`config.mk`:
```
export PLATFORM = sky130hd
export DESIGN_NAME = master_out_port
export DESIGN_NICKNAME = d
export VERILOG_FILES = /design/src/rtl/master_out_port.sv
export SDC_FILE = /design/constraint.sdc
export NUM_CORES = 1
export LEC_CHECK = 0
export ABC_AREA = 1
export ABC_CLOCK_PERIOD_IN_PS = 1570
export BUFFER_PORTS_ARGS = -buffer_cell sky130_fd_sc_hd__buf_2
export CAP_MARGIN = 40
export CORE_MARGIN = 2
export CORE_UTILIZATION = 55
export DETAILED_ROUTE_END_ITERATION = 8
export PLACE_DENSITY = 0.79
export SETUP_SLACK_MARGIN = 0.1
export SYNTH_ARGS = -nofsm -noshare
export SYNTH_HDL_FRONTEND = slang
export SYNTH_SLANG_ARGS = --single-unit
export TNS_END_PERCENT = 20
```
`constraint.sdc`:
```
create_clock -name clk -period 1.57 [get_ports clk]
set_input_delay 0.157 -clock clk [delete_from_list [all_inputs] [get_ports clk]]
set_output_delay 0.157 -clock clk [all_outputs]
set_load 0.05 [all_outputs]
```
`src/rtl/master_out_port.sv`:
```
// Transmit half of the serial master-to-slave request channel.
// Latches one request, handshakes, then shifts address/data LSB-first.
module master_out_port #(
    parameter int ADDR_WIDTH = 12,
    parameter int DATA_WIDTH = 8,
    parameter int TIMEOUT    = 0
) (
    input  logic                  clk,
    input  logic                  reset,
    input  logic                  start,
    input  logic                  write_en,
    input  logic [ADDR_WIDTH-1:0] address,
    input  logic [DATA_WIDTH-1:0] data,
    input  logic                  slave_ready,
    output logic                  master_valid,
    output logic                  tx_address,
    output logic                  tx_data,
    output logic                  busy,
    output logic                  tx_done,
    output logic                  tx_timeout
);
    localparam int CW = (ADDR_WIDTH > 1) ? $clog2(ADDR_WIDTH) : 1;
    localparam int WW = (TIMEOUT > 1) ? $clog2(TIMEOUT) : 1;
    localparam logic [CW-1:0] BIT_LAST  = CW'(ADDR_WIDTH - 1);
    localparam logic [WW-1:0] WAIT_LAST = WW'((TIMEOUT > 0) ? TIMEOUT - 1 : 0);
    localparam logic [WW-1:0] WAIT_MAX  = '1;

    typedef enum logic [1:0] {
        IDLE,
        REQ,
        SEND,
        DONE
    } state_t;

    state_t                  state_q, state_d;
    logic [CW-1:0]           bit_q, bit_d;
    logic [WW-1:0]           wait_q, wait_d;
    logic [ADDR_WIDTH-1:0]   addr_q, addr_d;
    logic [DATA_WIDTH-1:0]   data_q, data_d;
    logic                    mv_q, mv_d;
    logic                    txa_q, txa_d;
    logic                    txd_q, txd_d;
    logic                    busy_q, busy_d;
    logic                    done_q, done_d;
    logic                    to_q, to_d;

    always_ff @(posedge clk or posedge reset) begin
        if (reset) begin
            state_q <= IDLE;
            bit_q   <= '0;
            wait_q  <= '0;
            addr_q  <= '0;
            data_q  <= '0;
            mv_q    <= 1'b0;
            txa_q   <= 1'b0;
            txd_q   <= 1'b0;
            busy_q  <= 1'b0;
            done_q  <= 1'b0;
            to_q    <= 1'b0;
        end else begin
            state_q <= state_d;
            bit_q   <= bit_d;
            wait_q  <= wait_d;
            addr_q  <= addr_d;
            data_q  <= data_d;
            mv_q    <= mv_d;
            txa_q   <= txa_d;
            txd_q   <= txd_d;
            busy_q  <= busy_d;
            done_q  <= done_d;
            to_q    <= to_d;
        end
    end

    // Shadow regs shift right so bit 0 is always the next bit to send;
    // the zero fill blanks data once its width is exhausted.
    always_comb begin
        state_d = state_q;
        bit_d   = bit_q;
        wait_d  = wait_q;
        addr_d  = addr_q;
        data_d  = data_q;
        mv_d    = mv_q;
        txa_d   = 1'b0;
        txd_d   = 1'b0;
        busy_d  = busy_q;
        done_d  = 1'b0;
        to_d    = 1'b0;
        case (state_q)
            IDLE: begin
                if (start) begin
                    addr_d  = address;
                    data_d  = write_en ? data : '0;
                    busy_d  = 1'b1;
                    mv_d    = 1'b1;
                    wait_d  = '0;
                    state_d = REQ;
                end
            end
            REQ: begin
                if (slave_ready) begin
                    mv_d    = 1'b0;
                    bit_d   = '0;
                    txa_d   = addr_q[0];
                    txd_d   = data_q[0];
                    addr_d  = addr_q >> 1;
                    data_d  = data_q >> 1;
                    state_d = SEND;
                end else if (TIMEOUT != 0 && wait_q == WAIT_LAST) begin
                    mv_d    = 1'b0;
                    busy_d  = 1'b0;
                    to_d    = 1'b1;
                    state_d = IDLE;
                end else if (wait_q != WAIT_MAX) begin
                    wait_d = wait_q + 1'b1;
                end
            end
            SEND: begin
                if (bit_q != BIT_LAST) begin
                    bit_d  = bit_q + 1'b1;
                    txa_d  = addr_q[0];
                    txd_d  = data_q[0];
                    addr_d = addr_q >> 1;
                    data_d = data_q >> 1;
                end else begin
                    done_d  = 1'b1;
                    state_d = DONE;
                end
            end
            DONE: begin
                busy_d  = 1'b0;
                state_d = IDLE;
            end
            default: state_d = IDLE;
        endcase
    end

    assign master_valid = mv_q;
    assign tx_address   = txa_q;
    assign tx_data      = txd_q;
    assign busy         = busy_q;
    assign tx_done      = done_q;
    assign tx_timeout   = to_q;
endmodule
```
; Word-level counts from Yosys, hierarchy flattened
; Cells that the tools add are included.
[op_classes]
n_reduce_logical = 10
add_sub_neg = 1
n_mux = 28
n_eq_ne = 8
[ops]
columns = operator, n
row1 = 12-bit 2-to-1 mux, 3
row2 = 12-bit case mux with 3 select lines, 1
row3 = 8-bit 2-to-1 mux, 4
row4 = 8-bit case mux with 3 select lines, 1
row5 = 3-bit AND reduction, 3
row6 = 1-bit 2-to-1 mux, 8
row7 = 4-bit 2-to-1 mux, 2
row8 = 2-bit != test (second input constant), 4
row9 = 1-bit case mux with 2 select lines, 4
row10 = 2-bit case mux with 4 select lines, 1
row11 = 4-bit case mux with 2 select lines, 1
row12 = 2-bit 2-to-1 mux, 3
row13 = 2-bit nonzero test, 3
row14 = 4-bit by 1-bit adder with 4-bit output (second input constant), 1
row15 = 2-bit equality test (second input constant), 2
row16 = 4-bit != test (second input constant), 1
row17 = 4-bit AND reduction, 1
row18 = 3-bit nonzero test, 1
row19 = 2-bit by 1-bit equality test with 1-bit output (second input constant), 1
row20 = 2-bit logical NOT, 1
row21 = 2-bit AND reduction, 1
[word_totals]
register_bits = 31
out_inout_bits = 6
inputBits = 25
elab_cells = 56

; Longest topological paths before layout
[logic_depth]
depth_word = 3
depth_mapped = 9
depth_no_buf = 8

; Least setup slack after synthesis
; No wires, ideal clock.
[synth_timing]
kind = register -> register
start = reg state_q[0]
end = reg data_q[4]
n_path_buf = 0
stages_incl_launch_ff = 8
arrival_ns = 1.314
slack_ns = 0.192
required_time_ns = 1.505
synth_period_minus_slack_ns = 1.378
path_cell_list = dfrtp_1 > inv_1 > ha_1 > nor2_1 > nand2_1 > nand2_1 > nand3_1 > nand2_1
[synth_via]
elab_chain_len = 3
[synth_lines]
columns = element, line
row1 = "start, declared", 35  ; state_t state_q, state_d;
row2 = "start signal, assigned", 61  ; state_q <= state_d;
row3 = 2-bit equality test (tied with other cells), 89  ; case (state_q)
row4 = 2-bit != test (no source line) / 3-bit nonzero test (equally long branches), -
row5 = 4-bit AND reduction (no source line), -
row6 = "end signal, assigned", 65  ; data_q <= data_d;
row7 = "end, declared", 39  ; logic [DATA_WIDTH-1:0] data_q, data_d;
; Several ways; a longest one is shown, not always the timed one.
; A chain may end at the register's enable or synchronous reset.

; Final worst setup path
[layout_timing]
start = reg state_q[1]
end = reg addr_q[0]
[layout_via]
elab_chain_len = 3
[layout_lines]
columns = element, line
row1 = 2-bit equality test (tied with other cells), 89
row2 = 2-bit != test (no source line) / 3-bit nonzero test (equally long branches), -
row3 = 4-bit AND reduction (no source line), -
row4 = "end signal, assigned", 64  ; addr_q <= addr_d;
row5 = "end, declared", 38  ; logic [ADDR_WIDTH-1:0] addr_q, addr_d;
; Several ways; a longest one is shown, not always the timed one.

==> results.toml <==
[power_and_ir_drop]
total_power_mw = 4.524
p_sw_share_pct = 45.49
clkPwrFrac_pct = 11.5
powerDensity_nw_per_um2 = 2181
comb_power_share_pct = 59.6
p_leak_nw = 1.217
switching_power_mw = 2.058
p_int_mw = 2.466
ir_worst_vdd_mv = 1.121
power.share.sequential_pct = 28.9

[worst_setup_path]
r2r-end = "addr_q[0]"
critPathKind = "reg -> reg"
cp_max_fo = 20
cpMaxStageDelayCell = "dfrtp_1"
required_ns = 1.80
endpoint_kind = "flop"
r2r_cells = 9
r2r_setup_slack_ns = 0.14
critPathLaunchType = "flop"
r2r-start = "state_q[1]"
path_cells = "buf_4 > ha_4 > inv_2 > nand2_2 > nor2_2 > nor2_4 > buf_12 > nand3_1 > nand2_1"
slowest_delay_ns = 0.40
crit_arrival_ns = 1.65

[clock_network]
h-tree-depth = 2
cts.clk_slew.worst_paths_ns = 0.09
clk_latency_ns = 0.33
cts_tree = "yes"
clock-sinks = 31
clock_path_buffers = 2
cts-root-buf = "clkbuf_4"
cts_buffers = 5

[route]
via_count = 1490
drt-initial-drc-count = 65
ant_nets = 0
drc = 0
routedWlPerCell_um = 10.94
viasPerCell = 4.853
drt-total-wl_um = 3360
firstDrtPassIters = 4

[final_layout]
antenna-diode-count = 0
final_core_util_pct = 69.08
fill_cells = 262
final_common_cell = "nand2_1"
final_cell_mix = "nand2_1 (118), dfrtp_1 (30), buf_2 (29), nand3_1 (23), inv_1 (13)"
drive_gt1_share_pct = 25.18
area_growth_pct = 21.29
nets = 304
final_design_area_no_fill_um2 = 2074

[die]
num_rows = 20
die_width_um = 59.77
dieArea_um2 = 3572
boundaryPins = 31
design.core.area_um2 = 3003
chipHeight_um = 59.77
start_util_pct = 56.96

[sta]
slew_viol_final = 0
fmax_mhz = 699.9
grt_setup_unrepaired = "true"
setup_viol = 0
hold_viol_final = 0
setup_tns_ns = 0
fin_crit_ns = 1.429
fin_skew_ns = 0.006171
finalCritPeriodShare_pct = 91.01
timing.hold.ws_ns = 0.1244

[grt]
grt.overflow.total = 0
antenna_found_initial = 0
grt_max_degree = 32
grt_util_met1_pct = 26.21
gr-usage-met3_pct = 4.545
grt-busiest-layer = "met2"
grtUsageMet2_pct = 38.04
grt_pass1_vias = 1396
track_usage_pct = 22.00
grt_pass1_wl_um = 5858

[place]
placed_area_um2 = 1909
io_buffers = 29
gp_congestion = 0.7970
hpwlAfterDp_um = 2242

[synth]
yosysSeqAreaShare_pct = 45.35
ys_warn_count = 0
avgSynthCellArea_um2 = 7.372
synth-seq-cells = 31
synthCells = 232
synth_cell_type_count = 20
synth_nets = 263
syn_area_um2 = 1710

[status]
status = "completed"

[flow_run]
max_cap_viol_count = 0

[min_path]
hold_path_depth = 5
whs_endpoint = "busy"
hold_class = "in -> reg"
hold_start = "start"
[worst max-delay path by stage]
| stage | from | endpoint | slack [ns] |
|---|---|---|---|
| floorplan | state_q[0] | data_q[4] | 0.19 |
| global placement | state_q[1] | data_q[7] | 0.06 |
| detailed placement | state_q[1] | addr_q[0] | -0.008 |
| CTS | state_q[1] | data_q[7] | 0.11 |
| global route | state_q[1] | addr_q[0] | 0.06 |
| finish | state_q[1] | addr_q[0] | 0.14 |
[through the flow]
step / setup slack (ns) / cells
finish: 0.1411 / 307
global route: 0.06401 / 307
CTS: 0.1114 / 307
detailed placement: -0.007569 / 294
global placement: 0.05961 / 294
floorplan: 0.1916 / 232
[logic make-up (layout without fill, tap and decap cells)]
| kind of cell | Yosys count | in the layout | synth area share (%) |
|---|---|---|---|
| XOR/XNOR | 1 | 1 | 0.5122 |
| adder cells (fa/ha/maj) | 6 | 6 | 4.389 |
| AND/OR/NAND/NOR | 158 | 158 | 38.92 |
| AO/OA/AOI/OAI | 6 | 6 | 2.048 |
| flip-flops | 31 | 31 | 45.35 |
| buffers and inverters | 29 | 71 | 8.559 |
| other | 1 | 1 | 0.2192 |
[layout make-up]
type                    instances  area [um2]  share of cell area (%)
flip-flops and latches         31       777.0                   37.45
clock buffers                   8       68.82                   3.317
multi-input cells             172       833.3                   40.17
well taps                      33       41.29                   1.990
repair buffers                 44       280.3                   13.51
inverters                      19       73.82                   3.559
[registers in the layout, summed over array words and instances (netlist names)]
name          count
bit_q             4
master_valid      1
busy              1
tx_done           1
data_q            8
tx_address        1
tx_data           1
state_q           2
addr_q           12
[routing by layer]
metal,vias to the layer above,routed length [um]
met5,-,0
li1,795,-
met4,0,52
met2,27,1640
met3,5,102
met1,663,1565
[worst max-delay path, delay by kind of cell, from the launching register on]
| family | cells | cell delay [ns] |
|---|---|---|
| and+or+nand+nor | 5 | 0.38 |
| buffers and inverters | 3 | 0.37 |
| DFF | 1 | 0.40 |
| adders and majority gates | 1 | 0.18 |
[power groups by stage]
stage | Sequential (mW) | Clock, mW | Combinational [mW]
after floorplan | 1.42 | 0 | 1.78
after global placement | 1.30 | 0 | 2.42
after detailed placement | 1.31 | 0 | 2.46
after CTS | 1.29 | 0.534 | 2.64
after global routing | 1.34 | 0.572 | 3.06
final | 1.31 | 0.522 | 2.70
[cells in the mapped netlist]
cell type / number / area [um2]
inv_2: 2 / 7.510
nand4_1: 2 / 12.51
nand4_4: 1 / 21.27
o21ai_0: 4 / 20.02
nor2_2: 1 / 6.260
nand3_1: 23 / 115.1
nand2_2: 2 / 12.51
xor2_1: 1 / 8.760
nor2_4: 1 / 11.26
o211ai_1: 2 / 15.01
nand2_1: 119 / 446.7
buf_4: 5 / 37.54
ha_1: 6 / 75.07
buf_2: 3 / 15.01
dfrtp_1: 31 / 775.7
nand3_2: 1 / 10.01
conb_1: 1 / 3.750
buf_6: 2 / 22.52
nor2_1: 8 / 30.03
inv_1: 17 / 63.81
[repair_timing]
item                                   in CTS  in global routing
gates cloned                                0                  0
hold buffers                                1                  0
endpoints found under the hold margin      31                  0
setup endpoints to repair                  20                 20
gates resized for setup                     9                  7
setup buffers                               4                  0
Note: power is estimated with default switching activity, not from simulation.
